## config.mk

```make
export PLATFORM = sky130hd
export DESIGN_NAME = pstruct_field_arbiter
export DESIGN_NICKNAME = d
export VERILOG_FILES = /design/src/rtl/pstruct_cfg_pkg.sv /design/src/rtl/pstruct_field_arbiter_rr_pick.sv /design/src/rtl/pstruct_field_arbiter.sv
export SDC_FILE = /design/constraint.sdc
export NUM_CORES = 1
export LEC_CHECK = 0
export CAP_MARGIN = 15
export CORE_UTILIZATION = 51
export CTS_CLUSTER_SIZE = 20
export DETAILED_ROUTE_END_ITERATION = 12
export PLACE_DENSITY = 0.88
export SLEW_MARGIN = 10
export SYNTH_ARGS = -nofsm -noshare
export SYNTH_HDL_FRONTEND = slang
export SYNTH_SLANG_ARGS = --single-unit
```

## constraint.sdc

```tcl
create_clock -name clk -period 3 [get_ports clk]
set_input_delay 0.45 -clock clk [delete_from_list [all_inputs] [get_ports clk]]
set_output_delay 0.45 -clock clk [all_outputs]
set_load 0.02 [all_outputs]
```

## src/rtl/pstruct_cfg_pkg.sv

```systemverilog
// pstruct_cfg_pkg: shared types and constants for the packed-struct config arbiter
package pstruct_cfg_pkg;

    typedef struct packed {
        logic [7:0] ctrl;
        logic [8:0] data;
    } cfg_t;

    localparam logic FIELD_DATA = 1'b0;
    localparam logic FIELD_CTRL = 1'b1;
    localparam int   DATA_MSB   = 8;
    localparam int   CTRL_MSB   = 7;

    typedef enum logic {IDLE, APPLY} arb_state_e;

endpackage

```

## src/rtl/pstruct_field_arbiter_rr_pick.sv

```systemverilog
// rr_pick: combinational round-robin picker, first set bit at or after ptr with wrap
module rr_pick #(
    parameter int N = 3,
    parameter int W = $clog2(N)
) (
    input  logic [N-1:0] req,
    input  logic [W-1:0] ptr,
    output logic [N-1:0] grant,
    output logic [W-1:0] idx
);

    // scan downward so the candidate closest to ptr is assigned last and wins
    always_comb begin
        logic [W-1:0] c;
        c = '0;
        idx = '0;
        for (int k = N - 1; k >= 0; k--) begin
            c = W'((int'(ptr) + k) % N);
            if (req[c]) idx = c;
        end
        grant = '0;
        grant[idx] = |req;
    end

endmodule

```

## src/rtl/pstruct_field_arbiter.sv

```systemverilog
// pstruct_field_arbiter: round-robin nibble writer into a locked packed-struct register
module pstruct_field_arbiter
    import pstruct_cfg_pkg::*;
#(
    parameter int         NREQ     = 3,
    parameter logic [8:0] RST_DATA = 9'h001
) (
    input  logic              clk,
    input  logic              rst_n,
    input  logic [NREQ-1:0]   req_valid,
    output logic [NREQ-1:0]   req_ready,
    input  logic [NREQ-1:0]   req_field,
    input  logic [NREQ*4-1:0] req_lsb,
    input  logic [NREQ*4-1:0] req_val,
    output logic [16:0]       cfg_q,
    output logic [7:0]        o,
    output logic              busy,
    output logic              err
);

    localparam int W = $clog2(NREQ);

    arb_state_e     state, state_next;
    cfg_t           cfg, upd;
    logic [W-1:0]   rr_ptr, widx;
    logic [NREQ-1:0] grant;
    logic           lat_field;
    logic [3:0]     lat_lsb, lat_val;
    logic [3:0]     lsb_a [NREQ];
    logic [3:0]     val_a [NREQ];
    logic           locked, oob;

    for (genvar g = 0; g < NREQ; g++) begin : g_unpack
        assign lsb_a[g] = req_lsb[g*4 +: 4];
        assign val_a[g] = req_val[g*4 +: 4];
    end

    rr_pick #(.N(NREQ), .W(W)) u_pick (
        .req   (req_valid),
        .ptr   (rr_ptr),
        .grant (grant),
        .idx   (widx)
    );

    // FSM state register
    always_ff @(posedge clk or negedge rst_n) begin
        if (!rst_n) state <= IDLE;
        else        state <= state_next;
    end

    // FSM next state: one accept cycle, one apply cycle
    always_comb begin
        state_next = (state == APPLY) ? IDLE : ((|req_valid) ? APPLY : IDLE);
    end

    // FSM outputs: grants only while idle, err flags dropped writes during apply
    always_comb begin
        locked    = cfg.ctrl[7] && (lat_field == FIELD_DATA);
        oob       = int'(lat_lsb) > ((lat_field == FIELD_CTRL) ? CTRL_MSB : DATA_MSB);
        req_ready = (state == IDLE) ? grant : '0;
        busy      = (state == APPLY);
        err       = (state == APPLY) && (locked || oob);
    end

    // read-modify-write of the latched member; shifts clip bits above the member msb
    always_comb begin
        upd = cfg;
        if (lat_field == FIELD_CTRL)
            upd.ctrl = (cfg.ctrl & ~(8'h0F << lat_lsb)) | (8'(lat_val) << lat_lsb);
        else if (!cfg.ctrl[7])
            upd.data = (cfg.data & ~(9'h00F << lat_lsb)) | (9'(lat_val) << lat_lsb);
    end

    // request latch, pointer advance and register commit
    always_ff @(posedge clk or negedge rst_n) begin
        if (!rst_n) begin
            cfg       <= '{ctrl: 8'h00, data: RST_DATA};
            rr_ptr    <= '0;
            lat_field <= FIELD_DATA;
            lat_lsb   <= '0;
            lat_val   <= '0;
        end else if (state == APPLY) begin
            cfg <= upd;
        end else if (|req_valid) begin
            lat_field <= req_field[widx];
            lat_lsb   <= lsb_a[widx];
            lat_val   <= val_a[widx];
            rr_ptr    <= (widx == W'(NREQ - 1)) ? '0 : widx + W'(1);
        end
    end

    assign cfg_q = cfg;
    assign o     = cfg.data[8:1];

endmodule

```

Word level (Yosys, flattened, before mapping)
Index checks and enable logic that the tools add are counted.
{"block": "word_totals", "inputBits": 32, "output_inout_bits": 30, "wordCells": 68, "reg_bits": 29}
{"block": "classes", "shift": 4, "reduce_logical": 8, "magnitude_cmp": 7, "bitwise_logic": 11, "n_mux": 24, "addsub": 3, "eq_ne": 1, "div": 3}
{"cell": "32-bit by 3-bit remainder unit with 32-bit output (second input constant)", "count": 2}
{"cell": "3-bit by 3-bit remainder unit with 32-bit output (second input constant)", "count": 1}
{"cell": "4-bit two-way mux", "count": 5}
{"cell": "4-bit binary-select mux with 2-bit select", "count": 2}
{"cell": "2-bit by 3-bit < comparator with 1-bit output (second input constant)", "count": 4}
{"cell": "9-bit bitwise AND", "count": 1}
{"cell": "9-bit NOT", "count": 1}
{"cell": "9-bit OR", "count": 1}
{"cell": "4-bit by 4-bit left shift with 9-bit output", "count": 1}
{"cell": "4-bit by 4-bit left shift with 9-bit output (first input constant)", "count": 1}
{"cell": "8-bit bitwise AND", "count": 1}
{"cell": "1-bit binary-select mux with 2-bit select", "count": 4}
{"cell": "2-bit two-way mux", "count": 4}
{"cell": "8-bit NOT", "count": 1}
{"cell": "8-bit OR", "count": 1}
{"cell": "4-bit by 4-bit left shift with 8-bit output", "count": 1}
{"cell": "4-bit by 4-bit left shift with 8-bit output (first input constant)", "count": 1}
{"cell": "1-bit two-way mux", "count": 7}
{"cell": "4-bit greater-than comparator", "count": 1}
{"cell": "2-bit AND reduction", "count": 2}
{"cell": "2-bit by 1-bit adder with 3-bit output (second input constant)", "count": 1}
{"cell": "2-bit by 2-bit adder with 3-bit output (second input constant)", "count": 1}
{"cell": "3-bit bitwise AND", "count": 1}
{"cell": "3-bit greater-or-equal comparator (second input constant)", "count": 1}
{"cell": "other kinds (11)", "count": 15}

Depth between registers and ports, before layout
{"block": "logic_depth", "word_depth": 13, "ltp_mapped": 9}

By module
Synthesis repeated with hierarchy kept, for this count alone.
{"block": "unflattened", "cells_unflattened": 210, "area_unflattened_um2": 1948.1}
{"module": "pstruct_field_arbiter", "n_inst": 1, "area_per_inst_um2": 1788.0, "cells_per_inst": 188}
{"module": "rr_pick", "n_inst": 1, "area_per_inst_um2": 160.2, "cells_per_inst": 22}

Least setup slack after synthesis
OpenSTA, ideal clock, no wires.
{"block": "synth_path", "path_type": "register to output", "start": "register rr_ptr[1]", "end": "output req_ready[1]", "setup_slack_ns": 0.709, "t_arrival_ns": 1.841, "stages_incl_launch_ff": 8, "n_path_buf": 0, "cell_sequence": "dfrtp_1 -> inv_1 -> ha_1 -> mux2i_1 -> nand4b_1 -> a31oi_4 -> nor2_1 -> nor3_1"}
{"block": "synth_via", "elab_chain_len": 13}
{"item": "start, declared", "line": "pstruct_field_arbiter.sv:25", "rtl": "logic [W-1:0] rr_ptr, widx;"}
{"item": "start signal, assigned", "line": "pstruct_field_arbiter.sv:88", "rtl": "rr_ptr <= (widx == W'(NREQ - 1)) ? '0 : widx + W'(1);"}
{"item": "2-bit by 2-bit adder with 3-bit output", "line": "pstruct_field_arbiter_rr_pick.sv:18", "rtl": "c = W'((int'(ptr) + k) % N);"}
{"item": "32-bit by 3-bit remainder unit with 32-bit output", "line": "pstruct_field_arbiter_rr_pick.sv:18"}
{"item": "1-bit binary-select mux with 2-bit select", "line": "pstruct_field_arbiter_rr_pick.sv:19", "rtl": "if (req[c]) idx = c;"}
{"item": "1-bit two-way mux (not written as such)", "line": "pstruct_field_arbiter_rr_pick.sv:19"}
{"item": "2-bit two-way mux (2 in series)", "line": "pstruct_field_arbiter_rr_pick.sv:19"}
{"item": "2-bit two-way mux *", "line": "pstruct_field_arbiter_rr_pick.sv:19"}
{"item": "2-bit by 3-bit < comparator with 1-bit output (not written as such) / 2-bit by 1-bit greater-or-equal comparator with 1-bit output (equally long branches)", "line": "pstruct_field_arbiter_rr_pick.sv:22", "rtl": "grant[idx] = |req;"}
{"item": "1-bit logical AND (not written as such)", "line": "pstruct_field_arbiter_rr_pick.sv:22"}
{"item": "1-bit two-way mux (not written as such)", "line": "pstruct_field_arbiter_rr_pick.sv:22"}
{"item": "1-bit demux with 2-bit select *"}
{"item": "3-bit bitwise AND (no source line) *"}
{"item": "3-bit two-way mux *", "line": "pstruct_field_arbiter.sv:60", "rtl": "req_ready = (state == IDLE) ? grant : '0;"}
{"item": "end, declared", "line": "pstruct_field_arbiter.sv:11", "rtl": "output logic [NREQ-1:0] req_ready,"}
Mark *: on every way between the ends. The rest lies on a longest branch, timed or not. The select of a mux whose other input is x is not followed.

Final worst setup path
{"block": "layout_path", "start": "register rr_ptr[0]", "end": "output req_ready[2]"}
The elaborated chain is that of the path after synthesis.

==> summary.md <==
| Metric | Value |
|---|---|
| CTS Buf Count | 5 |
| Final instance area | 0.00275 mm² |
| DIE HEIGHT | 65.3 µm |
| Max-cap violations | 0 |
| WP buf/inv | 2 |
| Vias per cell | 5.83 |
| Fin nets | 329 |
| Mapped Cells | 231 |
| I/O Pins | 62 |
| Clk sinks | 29 |
| Seq/Total Area, Yosys | 0.356 |
| Placed Cells | 330 |
| Critical path launch point type | flip-flop |
| 1st-iter DRT viols | 105 |
| Main synth FF type | dfrtp_1 |
| Remaining antenna violation count | 0 |
| Maximum VDD drop | 561 µV |
| GRT Util Overall | 0.244 |
| Routed length per instance | 14.0 µm |
| Root Driver | clkbuf_8 |
| # hold bufs at CTS | 0 |
| Final TNS setup | 0 ns |
| Final Hold Viols | 0 |
| RSZ-0062 raised after global routing | false |
| Via count | 1969 |
| Pwr dens | 1070 mW/mm² |
| CTS H-tree lvls | 2 |
| CP endpoint kind | primary output |
| CP max FO | 8 |
| Mapped Nets | 271 |
| Routed wire length | 4.73 mm |
| DIE AREA | 0.00426 mm² |
| Routability cong. | 0.817 |
| Power share of the clock group | 0.100 |
| Rel. slew slack | 0.721 |
| Post-DP HPWL | 3.67 mm |
| Overflow after GRT | 0 |
| Drt drc | 0 |
| WP data arrival | 2.45 ns |
| FFs w/ async S/R, synth | 1.00 |
| Clk Latency, worst-skew pair | 0.28 ns |
| Utilization of the core after routing | 0.735 |
| Syn-to-layout area delta | 34.7% |
| First-pass GRT wire length | 7.85 mm |
| Setup Crit Path Kind | flip-flop to primary output |
| Core Rows | 22 |
| Yosys reg bits | 29 |
| DR pass1 iterations | 4 |
| Layout cell share with drive strength beyond 1 | 0.110 |
| Status | completed |
| Share of power burned in registers | 0.255 |
| Skew final | 0.00349 ns |
| Slew @ Worst Pin | 0.416 ns |
| Leak Pwr | 1.17 nW |
| Max Slew Vio Count | 0 |
| Antenna diodes | 0 |
| Clock Path Buffers | 2 |
| Fillers | 280 |
| Switching share of total power | 0.443 |
| PortBufs | 61 |
| Synth warn | 0 |
| Clock slew at the register clock pins of the worst setup and hold paths | 0.06 ns |
| Maximum single-stage delay on the critical path | 0.60 ns |
| Worst path top cell family by delay | buffers and inverters |
| Post-synth EDFFs | 0 |
| Placed Area | 0.00264 mm² |
| CTS tree | yes |
| Internal | 1.64 mW |
| Initial antenna violation count | 0 |
| Die X | 65.3 µm |
| Min-Delay Path Class | flip-flop to flip-flop |
| Post-synth cell types | 48 |
| Cell Area, Synth | 0.00204 mm² |
| Final period utilization | 0.967 |
| Setup violation total in the final timing report | 0 |
| Crit-path cells | inv_1 > ha_2 > nor2b_1 > o21bai_1 > a21oi_2 > and2_1 > clkdlybuf4s50_1 |
| CORE AREA | 0.00374 mm² |
| Comb pwr share | 0.645 |
| Syn Area/Cell | 8.84 µm² |
| NetSw | 1.31 mW |
| Initial Util | 0.545 |
| Critical Path RT | 2.55 ns |
| Crit-path slowest cell | clkdlybuf4s50_1 |
| Vias in the first global route | 1794 |
| Largest net degree at the start of global routing | 30 |
| Crit path time final | 2.90 ns |
| Post-route insts no fill | 338 |
| Fmax | 345 MHz |
[layer usage]
metal | part of all wire | track usage | vias up
met5 | 0 | 0 | -
met4 | 0.033 | 0.120 | 0
met3 | 0.060 | 0.0590 | 16
met2 | 0.49 | 0.410 | 93
met1 | 0.41 | 0.288 | 916
li1 | - | - | 944
[metrics by stage]
stage	total power [mW]	setup WS, ns	hold slack (ns)
floorplan	2.04	0.709	0.154
global placement	2.57	0.180	0.465
detailed placement	2.62	0.131	0.465
CTS	2.93	0.00729	0.478
global route	3.18	0.0208	0.521
finish	2.95	0.0992	0.472
[what timing repair did]
item / CTS / global route
cloned: 0 / 0
gates resized for setup: 2 / 5
pin swaps: 0 / 0
setup buffers: 0 / 0
endpoints found under the setup margin: 3 / 4
[worst paths after layout]
path | to | from | cells after the start | slack (ns)
max in group asynchronous | cfg_q[0]$_DFFE_PN1P_ | rst_n | 2 | 2.14
worst max-delay path | req_ready[2] | rr_ptr[0]$_DFFE_PN0P_ | 7 | 0.1
worst max register to register | rr_ptr[1]$_DFFE_PN0P_ | rr_ptr[0]$_DFFE_PN0P_ | 9 | 0.90
worst min-delay path | cfg_q[12]$_DFFE_PN0P_ | cfg_q[12]$_DFFE_PN0P_ | 2 | 0.47
worst min register to register | cfg_q[12]$_DFFE_PN0P_ | cfg_q[12]$_DFFE_PN0P_ | 2 | 0.47
min in group asynchronous | cfg_q[16]$_DFFE_PN0P_ | rst_n | 2 | 0.55
[state kept, by name, summed over array words and instances, names as in the netlist]
name,count
cfg_q,17
lat_lsb,4
lat_val,4
rr_ptr,2
busy,1
lat_field,1
[layout make-up]
cell class	instances	area, µm²	area share
sequential	29	727	0.264
inverter	8	30.0	0.0109
clock buffer	8	80.1	0.0291
timing repair buffer	73	708	0.258
multi-input combinational	172	1140	0.416
tap	48	60.1	0.0218
[power by group through the flow]
stage	Clock, mW	Combinational, mW	Sequential [mW]
2_1_floorplan	0	1.22	0.823
3_3_place_gp	0	1.82	0.747
4_1_cts	0.301	1.88	0.750
3_5_place_dp	0	1.86	0.756
5_1_grt	0.321	2.08	0.781
6_report	0.296	1.90	0.752
[worst register-to-register path, stage by stage (launching register included)]
cell	delay [ns]
dfrtp_1	0.43
inv_1	0.11
ha_2	0.40
nor2b_1	0.15
o21bai_1	0.08
a21oi_2	0.22
buf_4	0.22
nor2_1	0.07
buf_4	0.15
a22o_1	0.17
[cell families (layout without fill, tap and decap cells)]
family / count (synthesis) / count (layout) / share of synthesized area
AO/OA/AOI/OAI: 69 / 69 / 0.232
adder cells (fa/ha/maj): 8 / 8 / 0.0490
buffers and inverters: 30 / 89 / 0.0925
multiplexers: 11 / 11 / 0.0576
XOR/XNOR: 2 / 2 / 0.00858
flip-flops: 29 / 29 / 0.356
AND/OR/NAND/NOR: 82 / 82 / 0.204
[cell usage in the layout (no fill, tap or decap), drive strengths merged, types with 2 or more instances in the layout]
cell and count:
a21o 2, a21oi 4, a22o 10, a31oi 11
and2 4, buf 12, clkbuf 8, clkdlybuf4s50 58
dfrtp 28, dlymetal6s2s 3, ha 8, inv 7
mux2 6, mux2i 5, nand2 22, nand2b 3
nand3 10, nand3b 5, nand4b 2, nor2 21
nor2b 3, nor3 6, o21a 2, o21ai 27
o2bb2ai 5, xnor2 2
[cells in the mapped netlist, types with 2 or more instances]
library cell / instances / area (µm²)
buf_2: 4 / 20.0
nand4b_1: 2 / 17.5
buf_4: 11 / 82.6
nor3_1: 6 / 30.0
a21o_1: 2 / 15.0
a21oi_1: 3 / 15.0
dfrtp_1: 28 / 701
mux2_2: 6 / 67.6
o21a_1: 2 / 15.0
nor2_1: 20 / 75.1
nand2_1: 22 / 82.6
o21ai_0: 21 / 105
nand3_1: 10 / 50.1
o2bb2ai_1: 5 / 43.8
inv_1: 7 / 26.3
a31oi_1: 10 / 62.6
xnor2_1: 2 / 17.5
ha_1: 8 / 100
nor2b_1: 3 / 18.8
nand2b_1: 3 / 18.8
a22o_1: 10 / 87.6
nand3b_1: 5 / 37.5
buf_6: 4 / 45.0
and2_1: 3 / 18.8
o21ai_1: 5 / 25.0
mux2i_1: 5 / 50.1
clkbuf_1: 3 / 11.3
(Power assumes the default switching activity.)
